### config.mk
export PLATFORM = sky130hd
export DESIGN_NAME = period_meter
export DESIGN_NICKNAME = d
export VERILOG_FILES = /design/src/rtl/period_meter_pkg.sv /design/src/rtl/sync_edge_detect.sv /design/src/rtl/period_meter.sv
export SDC_FILE = /design/constraint.sdc
export NUM_CORES = 1
export LEC_CHECK = 0
export ABC_AREA = 1
export CAP_MARGIN = 0
export CORE_ASPECT_RATIO = 1.25
export CORE_MARGIN = 2
export CORE_UTILIZATION = 44
export CTS_BUF_LIST = sky130_fd_sc_hd__clkbuf_4
export DETAILED_ROUTE_END_ITERATION = 7
export PLACE_DENSITY = 0.67
export SYNTH_ARGS = -nofsm -noshare
export SYNTH_HDL_FRONTEND = slang
export SYNTH_SLANG_ARGS = --single-unit
### constraint.sdc
create_clock -name clk -period 2.9 [get_ports clk]
set_clock_uncertainty 0.15 [all_clocks]
set_input_delay 0.58 -clock clk [delete_from_list [all_inputs] [get_ports clk]]
set_output_delay 0.58 -clock clk [all_outputs]
set_load 0.03 [all_outputs]
### src/rtl/period_meter_pkg.sv
// Shared types and constants for the period meter.
// Latency: n/a (declarations only). Backpressure: n/a.
package period_meter_pkg;

    localparam int unsigned BASE_CLK_HZ = 50_000_000;
    localparam int unsigned PERIOD_W    = 32;

    typedef enum logic {
        IDLE  = 1'b0,
        ARMED = 1'b1
    } state_e;

    typedef logic [PERIOD_W-1:0] period_t;

endpackage

### src/rtl/sync_edge_detect.sv
// Two-flop synchronizer for an asynchronous input plus a one-cycle rising-edge pulse.
// Latency: rise_o asserts 2-3 clk after the input rises. Backpressure: none.
module sync_edge_detect (
    input  logic clk,
    input  logic reset,
    input  logic async_i,
    output logic rise_o
);

    logic meta_q;
    logic sync_q;
    logic dly_q;

    always_ff @(posedge clk) begin
        if (reset) begin
            meta_q <= 1'b0;
            sync_q <= 1'b0;
            dly_q  <= 1'b0;
        end else begin
            meta_q <= async_i;
            sync_q <= meta_q;
            dly_q  <= sync_q;
        end
    end

    assign rise_o = sync_q & ~dly_q;

endmodule

### src/rtl/period_meter.sv
// Measures sig_in rise-to-rise period in clk cycles, rejects glitches, flags loss of signal.
// Latency: period/period_valid one clk after the detected rise (PERIOD_AVG_EN: averaged). Backpressure: none.
module period_meter
    import period_meter_pkg::*;
#(
    parameter int unsigned WIDTH      = 32,
    parameter int unsigned MIN_PERIOD = 1000,
    parameter int unsigned MAX_PERIOD = BASE_CLK_HZ,
    parameter int unsigned AVG_LOG2   = 2
) (
    input  logic             clk,
    input  logic             reset,
    input  logic             sig_in,
    output logic [WIDTH-1:0] period,
    output logic             period_valid,
    output logic             no_signal,
    output logic             glitch
);

    localparam longint unsigned CNT_LIMIT = (64'd1 << WIDTH) - 64'd1;
    localparam logic [WIDTH-1:0] MIN_C    = WIDTH'(MIN_PERIOD);
    localparam logic [WIDTH-1:0] MAX_C    = WIDTH'(MAX_PERIOD);

    if (MIN_PERIOD < 2 || MAX_PERIOD < MIN_PERIOD ||
        64'(MAX_PERIOD) >= CNT_LIMIT || AVG_LOG2 > 16) begin : g_bad_cfg
        $error("period_meter: illegal MIN_PERIOD/MAX_PERIOD/WIDTH/AVG_LOG2 combination");
    end

    logic rise;

    sync_edge_detect u_sync (
        .clk     (clk),
        .reset   (reset),
        .async_i (sig_in),
        .rise_o  (rise)
    );

    state_e           state_q,  state_d;
    logic [WIDTH-1:0] count_q,  count_d;
    logic [WIDTH-1:0] period_q, period_d;
    logic             valid_q,  valid_d;
    logic             nosig_q,  nosig_d;
    logic             glitch_q, glitch_d;
    logic             accept;
    logic             tmo;

`ifdef PERIOD_AVG_EN
    localparam int unsigned ACC_W = WIDTH + AVG_LOG2;
    localparam int unsigned SW    = (AVG_LOG2 > 0) ? AVG_LOG2 : 1;
    localparam logic [SW-1:0] SAMP_LAST = SW'((1 << AVG_LOG2) - 1);

    logic [ACC_W-1:0] acc_q, acc_d;
    logic [ACC_W-1:0] sum;
    logic [SW-1:0]    samp_q, samp_d;
`endif

    always_comb begin
        state_d  = state_q;
        count_d  = count_q;
        period_d = period_q;
        valid_d  = 1'b0;
        nosig_d  = nosig_q;
        glitch_d = 1'b0;
        accept   = 1'b0;
        tmo      = 1'b0;
`ifdef PERIOD_AVG_EN
        acc_d    = acc_q;
        samp_d   = samp_q;
        sum      = acc_q + ACC_W'(count_q);
`endif

        case (state_q)
            IDLE: begin
                if (rise) begin
                    state_d = ARMED;
                    count_d = WIDTH'(1);
                end
            end
            ARMED: begin
                count_d = count_q + WIDTH'(1);
                // A rise on the MAX_PERIOD cycle wins over the timeout.
                if (rise) begin
                    if (count_q >= MIN_C) begin
                        accept  = 1'b1;
                        nosig_d = 1'b0;
                        count_d = WIDTH'(1);
                    end else begin
                        glitch_d = 1'b1;
                    end
                end else if (count_q == MAX_C) begin
                    tmo      = 1'b1;
                    state_d  = IDLE;
                    nosig_d  = 1'b1;
                    period_d = '0;
                    count_d  = '0;
                end
            end
            default: state_d = IDLE;
        endcase

`ifdef PERIOD_AVG_EN
        if (tmo) begin
            acc_d  = '0;
            samp_d = '0;
        end else if (accept) begin
            if (samp_q == SAMP_LAST) begin
                period_d = WIDTH'(sum >> AVG_LOG2);
                valid_d  = 1'b1;
                acc_d    = '0;
                samp_d   = '0;
            end else begin
                acc_d  = sum;
                samp_d = samp_q + SW'(1);
            end
        end
`else
        if (accept) begin
            period_d = count_q;
            valid_d  = 1'b1;
        end
`endif
    end

    always_ff @(posedge clk) begin
        if (reset) begin
            state_q  <= IDLE;
            count_q  <= '0;
            period_q <= '0;
            valid_q  <= 1'b0;
            nosig_q  <= 1'b1;
            glitch_q <= 1'b0;
`ifdef PERIOD_AVG_EN
            acc_q    <= '0;
            samp_q   <= '0;
`endif
        end else begin
            state_q  <= state_d;
            count_q  <= count_d;
            period_q <= period_d;
            valid_q  <= valid_d;
            nosig_q  <= nosig_d;
            glitch_q <= glitch_d;
`ifdef PERIOD_AVG_EN
            acc_q    <= acc_d;
            samp_q   <= samp_d;
`endif
        end
    end

    assign period       = period_q;
    assign period_valid = valid_q;
    assign no_signal    = nosig_q;
    assign glitch       = glitch_q;

endmodule

# Word level (Yosys, flattened, before mapping)

Cells that the tools add are included.

Register bits: 71
Word-level logic and storage cells: 46
Output and inout port bits: 35

Bitwise gates (word level): 4
Equality and inequality tests: 4
Mux-type cells: 21
Add/subtract/negate cells: 1
Order comparisons: 1
Reduce and logical (&&, ||, !) cells: 6

Operators with widths:

| cell                  | count |
|---|---|
| $mux 32               | 8 |
| $pmux 32 s2           | 1 |
| $add 32x1->32 const B | 1 |
| $eq 32x26->1 const B  | 1 |
| $ge 32x10->1 const B  | 1 |
| $mux 1                | 11 |
| $reduce_and 3->1      | 2 |
| $reduce_bool 2->1     | 3 |
| $ne 2x1->1 const B    | 2 |
| $not 1->1             | 3 |
| $reduce_or 3->1       | 1 |
| $ne 2x2->1 const B    | 1 |
| $pmux 1 s2            | 1 |
| $and 1x1->1           | 1 |

# Longest topological paths before layout

Gate-level depths: netlist of run 1.

Word-level depth: 6
Gate-level depth with buffers: 11
Mapped depth without buffers: 11

# Modules after synthesis

Synthesis of run 1 repeated with hierarchy kept, for this count alone.

Cell total of the unflattened synthesis: 551
Area total of the unflattened synthesis: 3824.9 um^2

Modules (own cells, without submodules):

| module           | area each (um^2) | instances | cells an instance | sequential area each (um^2) |
|---|---|---|---|---|
| period_meter     | 3738.6           | 1         | 541               | 1361.3 |
| sync_edge_detect | 86.3             | 1         | 10                | 60.1 |

# Worst setup path after synthesis of run 1

OpenSTA, ideal clock, no wires.

Kind: input port to flip-flop
Start point: input reset
End point: register nosig_q (netlist: no_signal)
Data arrival time: 1.465 ns
Path slack: 1.147 ns
Cell stages on the path: 5
Library setup time: 0.138 ns
Cell sequence: clkbuf_1 > inv_1 > clkbuf_1 > clkbuf_1 > nand3_1

RTL lines:

| item                   | RTL line            | text |
|---|---|---|
| start: declaration     | period_meter.sv:12  | `input logic reset,` |
| end signal: assignment | period_meter.sv:141 | `nosig_q <= nosig_d;` |
| end: declaration       | period_meter.sv:42  | `logic nosig_q, nosig_d;` |

No word-level cell between the ends.

# Final worst setup path of run 1

Start point: register u_sync.sync_q
End point: register count_q[28]

Longest elaborated chain between the ends: 3
Elaborated cells between the ends (all ways): 4
Those cells by class: 1 x eq/ne; 2 x mux; 1 x bitwise

Ends and longest elaborated chain:

| item                     | RTL line               | text |
|---|---|---|
| start: declaration       | sync_edge_detect.sv:11 | `logic sync_q;` |
| start signal: assignment | sync_edge_detect.sv:21 | `sync_q <= meta_q;` |
| $and 1x1->1 *            | sync_edge_detect.sv:26 | `assign rise_o = sync_q & ~dly_q;` |
| $mux 32                  | period_meter.sv:82     | `if (rise) begin` |
| $pmux 32 s2              | period_meter.sv:72     | `case (state_q)` |
| end signal: assignment   | period_meter.sv:138    | `count_q <= count_d;` |
| end: declaration         | period_meter.sv:39     | `logic [WIDTH-1:0] count_q, count_d;` |

Mark *: on every way between the ends. The rest lies on a longest branch, timed or not.
A chain may end at the register's enable or synchronous reset.

==> run_results.csv, run 1 <==
group,metric,value,unit
worst_setup_path,reg2reg_from,"u_sync.sync_q",
floorplan,ios,38,
clock_tree,postCtsSetupBuffers,0,
synthesis,netlist.area_leader.share,35.93,%
min_path,hp-class,"reg -> reg",
detailed_routing,met2_length,4.748,mm
worst_setup_path,worstPathRequired,3.11,ns
synthesis,synth_seq_cells,71,
layout,final_cell_mix,"nand2_1, dfxtp_1, nor2_1",
clock_tree,cts.sinks,71,
power_and_ir_drop,internal-power,0.001282,W
power_and_ir_drop,power_density,376.5,mW/mm^2
synthesis,synthXorXnorAreaFrac,1.992,%
detailed_routing,final_antenna_net_count,0,
power_and_ir_drop,swShare,23.88,%
clock_tree,cts.path.max_buffers,2,
clock_tree,clkTransAtPathRegs,0.11,ns
synthesis,async_flop_share,0,%
worst_setup_path,critPathMaxFanout,17,
synthesis,synth_top_area_cell,"dfxtp_1",
sta,relSlewSlack,61.10,%
worst_setup_path,cp_num_buf_inv,4,
clock_tree,cts_root_buf,"clkbuf_4",
power_and_ir_drop,p_seq_share,58.5,%
floorplan,initial_core_util,45.47,%
sta,fin_setup_tns,0,ns
layout,layout_commonest_cell,"nand2_1",
sta,fin_crit,2.260,ns
synthesis,synth_mux_area_share,0,%
power_and_ir_drop,leakage,1.549,nW
synthesis,synth_edf_count,0,
worst_setup_path,cpMostUsedCell,"buf_4",
floorplan,core_area,0.008701,sq mm
layout,drive_gt1_share,17.01,%
sta,rsz0062_at_grt,"no",
detailed_routing,met1Wirelength,4.564,mm
detailed_routing,drtPass1Iterations,7,
global_route,grtUsageTotal,22.22,%
status,status,"finished clean",
detailed_routing,wl_per_cell,14.19,um
power_and_ir_drop,pwr-share-clk,37.8,%
global_route,antenna_found_initial,1,
clock_tree,h-tree-depth,3,
synthesis,netlist_area,0.003956,sq mm
power_and_ir_drop,combPwrFrac,3.7,%
worst_setup_path,r2r_cells,8,
synthesis,synthTopCellsByArea,"dfxtp_1, nand2_1, nor2_1, nand3_1, inv_1",
global_route,grt_pass1_wl,16.50,mm
detailed_routing,drt-initial-drc-count,225,
power_and_ir_drop,total_power,0.001684,W
detailed_routing,drc_errors,0,
synthesis,yosys.area_share.adder,0.6325,%
layout,area_growth,13.03,%
layout,nets,588,
floorplan,die_x,88.82,um
synthesis,ys_types,32,
worst_setup_path,reg2reg_slack,0.64,ns
worst_setup_path,critPathKind,"reg -> reg",
clock_tree,cts_resized,0,
synthesis,synth_top_family_by_area,"simple AND/OR/NAND/NOR gates",
worst_setup_path,crit_arrival,2.47,ns
clock_tree,cts-buffers-inserted,9,
sta,finalSetupViolCount,0,
synthesis,synthSimpleGateAreaFrac,40.48,%
clock_tree,cts_tree,"done",
placed_design,gp_congestion,0.9486,
synthesis,synthCells,556,
min_path,whs_endpoint,"u_sync.sync_q",
detailed_routing,top_layer_used,"met4",
sta,max_freq,442.4,MHz
synthesis,syn-num-nets,561,
sta,hold_viol,0,
worst_setup_path,path_cells,"inv_1, or2_1, clkinv_1, nor2_1, buf_4, buf_4, nand2_1, a21oi_1",
global_route,grt_max_degree,38,
power_and_ir_drop,p_switching,0.0004021,W
clock_tree,clock_latency,0.44,ns
worst_setup_path,cpPeakStageDelay,0.47,ns
synthesis,ys_seq_area_share,35.93,%
placed_design,io_buffers,37,
placed_design,pre_cts_slack,0.7131,ns
floorplan,row_count,38,
floorplan,die_y,110.0,um
power_and_ir_drop,ir_worst_vdd,165.3,uV
job,drv_cap,0,
min_path,hp-start,"u_sync.meta_q",
global_route,gr-total-overflow,0,
min_path,hold_depth,2,
sta,slew_violations,0,
clock_tree,holdBufCountCts,0,
floorplan,die_area,0.009771,sq mm
worst_setup_path,slowest_stage,"or2_1",
detailed_routing,wl_met3,405,um
detailed_routing,avgViaCountPerCell,5.069,
worst_setup_path,cp-start-kind,"register",
worst_setup_path,critPathCaptureType,"register",
global_route,grt_pass1_vias,3354,
synthesis,ys.warnings.count,0,
synthesis,synth_flop_cell,"dfxtp_1",
sta,fin_ws,0.6395,ns
worst_setup_path,cp_top_family,"buffers and inverters",
worst_setup_path,r2r_end,"count_q[28]",
synthesis,syn_avg_cell_area,7.116,sq um
sta,period_share,77.95,%
placed_design,dpl.hpwl,7.331,mm
synthesis,synth_compound_area_share,11.10,%
detailed_routing,vias,3594,
sta,worst_pin_slew,0.5835,ns
detailed_routing,wirelength,10.06,mm
==> power groups by stage <==
stage | clock, W | combinational (W) | sequential [W]
floorplan | 0 | 0.0000469 | 0.00100
global placement | 0 | 0.0000617 | 0.00101
detailed placement | 0 | 0.0000624 | 0.00101
CTS | 0.000653 | 0.0000625 | 0.000984
global route | 0.000698 | 0.0000679 | 0.000985
finish | 0.000637 | 0.0000629 | 0.000984
==> through the flow <==
step | util (%) | instance area, sq um | instances | hold slack (ns)
3_5_place_dp | 49.80 | 4333 | 692 | 0.2619
6_report | 51.39 | 4472 | 709 | 0.2750
4_1_cts | 51.37 | 4469 | 708 | 0.2781
2_1_floorplan | - | 3956 | 556 | 0.2383
3_3_place_gp | 49.80 | 4333 | 692 | 0.2432
5_1_grt | 51.39 | 4472 | 709 | 0.2900
==> worst max-delay path by stage <==
| stage | startpoint | to | cells after the start |
|---|---|---|---|
| floorplan | reset | no_signal | 5 |
| global placement | u_sync.sync_q | count_q[17] | 8 |
| detailed placement | u_sync.sync_q | count_q[9] | 8 |
| CTS | u_sync.sync_q | count_q[28] | 8 |
| global route | u_sync.sync_q | count_q[28] | 8 |
| finish | u_sync.sync_q | count_q[28] | 8 |
==> sequential cells by signal (all words and copies together), names as in the netlist <==
signal         count
count_q           32
period            32
glitch             1
no_signal          1
period_valid       1
state_q            1
u_sync.dly_q       1
u_sync.meta_q      1
u_sync.sync_q      1
==> routing by layer <==
layer | vias to the layer above | track usage [%]
met5 | - | 0
met1 | 1643 | 28.57
met3 | 17 | 2.234
li1 | 1834 | -
met4 | 0 | 11.80
met2 | 100 | 36.41
==> Yosys cell counts (9+ instances only) <==
| cell | count |
|---|---|
| a21oi_1 | 22 |
| a21oi_2 | 9 |
| buf_6 | 10 |
| dfxtp_1 | 71 |
| inv_1 | 49 |
| nand2_1 | 140 |
| nand2_2 | 9 |
| nand3_1 | 49 |
| nand3_2 | 15 |
| nand4_1 | 16 |
| nor2_1 | 67 |
| nor2_2 | 15 |
| nor2_4 | 9 |
| o21ai_0 | 9 |
| o21ai_2 | 16 |
| xor2_1 | 9 |
==> worst min-delay path: cells and delay by family (launching register included) <==
kind	cells	cell delay (ns)
flip-flops	1	0.31
AND/OR/NAND/NOR	1	0.03
buffers and inverters	1	0.05
==> final cells by class <==
| type | instances | area [sq um] |
|---|---|---|
| antenna | 1 | 2.502 |
| clock buffer | 12 | 90.09 |
| clock inverter | 4 | 46.29 |
| fill | 893 | 4229 |
| inverter | 51 | 193.9 |
| multi-input combinational | 406 | 2145 |
| sequential | 71 | 1421 |
| tap | 120 | 150.1 |
| timing repair buffer | 44 | 422.9 |
==> cell families (layout without fill, tap and decap cells) <==
family / Yosys count / after routing
compound gates: 66 / 66
buf+inv: 79 / 111
other cells: 0 / 1
flops: 71 / 71
simple gates: 329 / 329
fa+ha+maj: 2 / 2
xor+xnor: 9 / 9
(Power assumes the default switching activity.)
==> run 2: changes to the inputs <==
==> constraint.sdc (replaced) <==
create_clock -name clk -period 2.2 [get_ports clk]
set_clock_uncertainty 0.15 [all_clocks]
set_input_delay 0.44 -clock clk [delete_from_list [all_inputs] [get_ports clk]]
set_output_delay 0.44 -clock clk [all_outputs]
set_load 0.03 [all_outputs]
==> run 2 against run 1 <==
Clock power up 44%; via count shrank 0.72%; setup slack got worse by 0.50 ns; first-iteration DRC count down 4.9%; core utilization up 0.99 points; total power up 37%; sequential cell count stayed put; critical path depth down 7; cell area up 1.9%; combinational power rose by 50%; critical path type is now reg -> out.
==> run_results.csv, run 2 (same netlist as run 1, synthesis figures left out) <==
group,metric,value,unit
detailed_routing,wl_per_cell,14.05,um
global_route,grtUsageTotal,22.11,%
clock_tree,cts.sinks,71,
global_route,gr-total-overflow,0,
worst_setup_path,cp_num_buf_inv,1,
power_and_ir_drop,power_density,506.5,mW/mm^2
floorplan,core_area,0.008701,sq mm
layout,final_cell_mix,"nand2_1, dfxtp_1, nor2_1",
clock_tree,cts_root_buf,"clkbuf_4",
layout,stdcell_area,0.004558,sq mm
worst_setup_path,cp-start-kind,"register",
sta,fin_crit,2.065,ns
placed_design,gp_congestion,0.9240,
placed_design,dpl.hpwl,7.568,mm
worst_setup_path,cpPeakStageDelay,0.68,ns
clock_tree,h-tree-depth,3,
sta,period_share,93.88,%
sta,max_freq,484.2,MHz
detailed_routing,final_antenna_net_count,0,
global_route,use_met2,36.41,%
floorplan,die_y,110.0,um
power_and_ir_drop,leakage,1.585,nW
layout,nets,595,
status,status,"finished clean",
power_and_ir_drop,ir_worst_vdd,217.5,uV
worst_setup_path,worstPathRequired,1.61,ns
floorplan,die_x,88.82,um
floorplan,ios,38,
global_route,grt_pass1_wl,16.25,mm
floorplan,die_area,0.009771,sq mm
floorplan,row_count,38,
layout,drive_gt1_share,17.85,%
sta,slew_violations,0,
job,drv_cap,0,
global_route,grt_most_used_layer,"met2",
min_path,hp-class,"reg -> reg",
detailed_routing,drt-initial-drc-count,214,
placed_design,io_buffers,37,
layout,layout_commonest_cell,"nand2_1",
sta,worst_pin_slew,0.5115,ns
placed_design,placed_area,0.004398,sq mm
worst_setup_path,cp_top_family,"buffers and inverters",
clock_tree,clock_latency,0.44,ns
sta,hold_viol,0,
clock_tree,postCtsSetupBuffers,0,
worst_setup_path,path_cells,"clkdlybuf4s50_1",
floorplan,initial_core_util,45.47,%
clock_tree,cts.path.max_buffers,2,
sta,rsz0062_at_grt,"no",
sta,relSlewSlack,65.64,%
layout,area_growth,15.21,%
detailed_routing,wirelength,10.05,mm
detailed_routing,drc_errors,0,
global_route,grt_max_degree,38,
detailed_routing,drtPass1Iterations,4,
global_route,grt_pass1_vias,3290,
worst_setup_path,critPathKind,"reg -> out",
global_route,antenna_found_initial,1,
sta,fin_setup_tns,0,ns
clock_tree,clkTransAtPathRegs,0.12,ns
worst_setup_path,critPathCaptureType,"output pin",
clock_tree,cts_tree,"done",
detailed_routing,avgViaCountPerCell,4.990,
clock_tree,cts-buffers-inserted,9,
worst_setup_path,slowest_stage,"clkdlybuf4s50_1",
detailed_routing,vias,3568,
worst_setup_path,critPathMaxFanout,2,
global_route,gr-usage-met3,2.755,%
global_route,met1_usage,28.01,%
worst_setup_path,crit_arrival,1.48,ns
sta,finalSetupViolCount,0,
## run 2: cell count changes in the layout (fill, tap and decap cells not counted)
cell / previous run / this run
nand2_8: 0 / 1
clkbuf_4: 12 / 10
buf_4: 7 / 13
bufinv_16: 1 / 2
clkinv_2: 1 / 2
nand2_4: 2 / 1
clkinvlp_4: 1 / 0
buf_12: 0 / 1
## run 2: final cells by class
cell class | count | area, sq um
clock inverters | 5 | 73.82
inverters | 51 | 193.9
clock buffers | 10 | 75.07
diodes | 1 | 2.502
flip-flops and latches | 71 | 1421
repair buffers | 51 | 488.0
multi-input cells | 406 | 2153
fillers | 899 | 4143
well taps | 120 | 150.1
## run 2: worst reg2reg max path, stage by stage (launching register included)
cell	delay, ns
dfxtp_1	0.45
nand2_1	0.14
nor2_2	0.20
nand3_1	0.12
nor2_1	0.11
nand2_1	0.10
nand2_4	0.17
nand2_8	0.19
nand3_1	0.12
o21ai_0	0.09
## run 2: per-stage QoR
stage	hold slack, ns	std cells	util (%)	total power [W]	setup slack (ns)
after floorplan	0.2383	556	-	0.001385	0.4824
after global placement	0.2424	699	50.55	0.001417	0.1740
after detailed placement	0.2503	699	50.55	0.001418	0.1657
after CTS	0.2673	714	52.26	0.002323	0.1140
after global routing	0.3030	715	52.39	0.002384	0.04990
final	0.2620	715	52.39	0.002309	0.1347
## run 2: layer usage
metal	share of wire (%)	vias to the layer above	wire [um]
met3	4.2	14	421
met2	48	73	4869
li1	-	1844	-
met1	45	1637	4551
met4	2.1	0	206
met5	0	-	0
## run 2: path summary, 6_finish.rpt
| path | start | to | slack (ns) | depth (start not counted) |
|---|---|---|---|---|
| max reg2reg | count_q[15] | period[1] | 0.24 | 9 |
| min reg2reg | u_sync.meta_q | u_sync.sync_q | 0.26 | 2 |
| max | period[12] | period[12] | 0.13 | 1 |
| min | u_sync.meta_q | u_sync.sync_q | 0.26 | 2 |
## run 2: what timing repair did
item	in CTS	in global routing
hold buffers	0	0
resized for setup	0	1
setup endpoints to repair	0	5
## run 2: report_power, final
part / switching [W] / internal, W / total, W
registers: 0.00000458 / 0.00129 / 0.00129
logic: 0.0000684 / 0.0000261 / 0.0000944
clock network: 0.000459 / 0.000461 / 0.000920
==> run 3: changes to the inputs <==
--- a/config.mk
+++ b/config.mk
@@ -11,7 +11,9 @@
 export CORE_MARGIN = 2
 export CORE_UTILIZATION = 44
 export CTS_BUF_LIST = sky130_fd_sc_hd__clkbuf_4
+export CTS_CLUSTER_SIZE = 30
 export DETAILED_ROUTE_END_ITERATION = 7
+export GPL_TIMING_DRIVEN = 1
 export PLACE_DENSITY = 0.67
 export SYNTH_ARGS = -nofsm -noshare
 export SYNTH_HDL_FRONTEND = slang
==> results of run 3 <==
The final DEF is identical to that of run 2; final timing and power are the same.
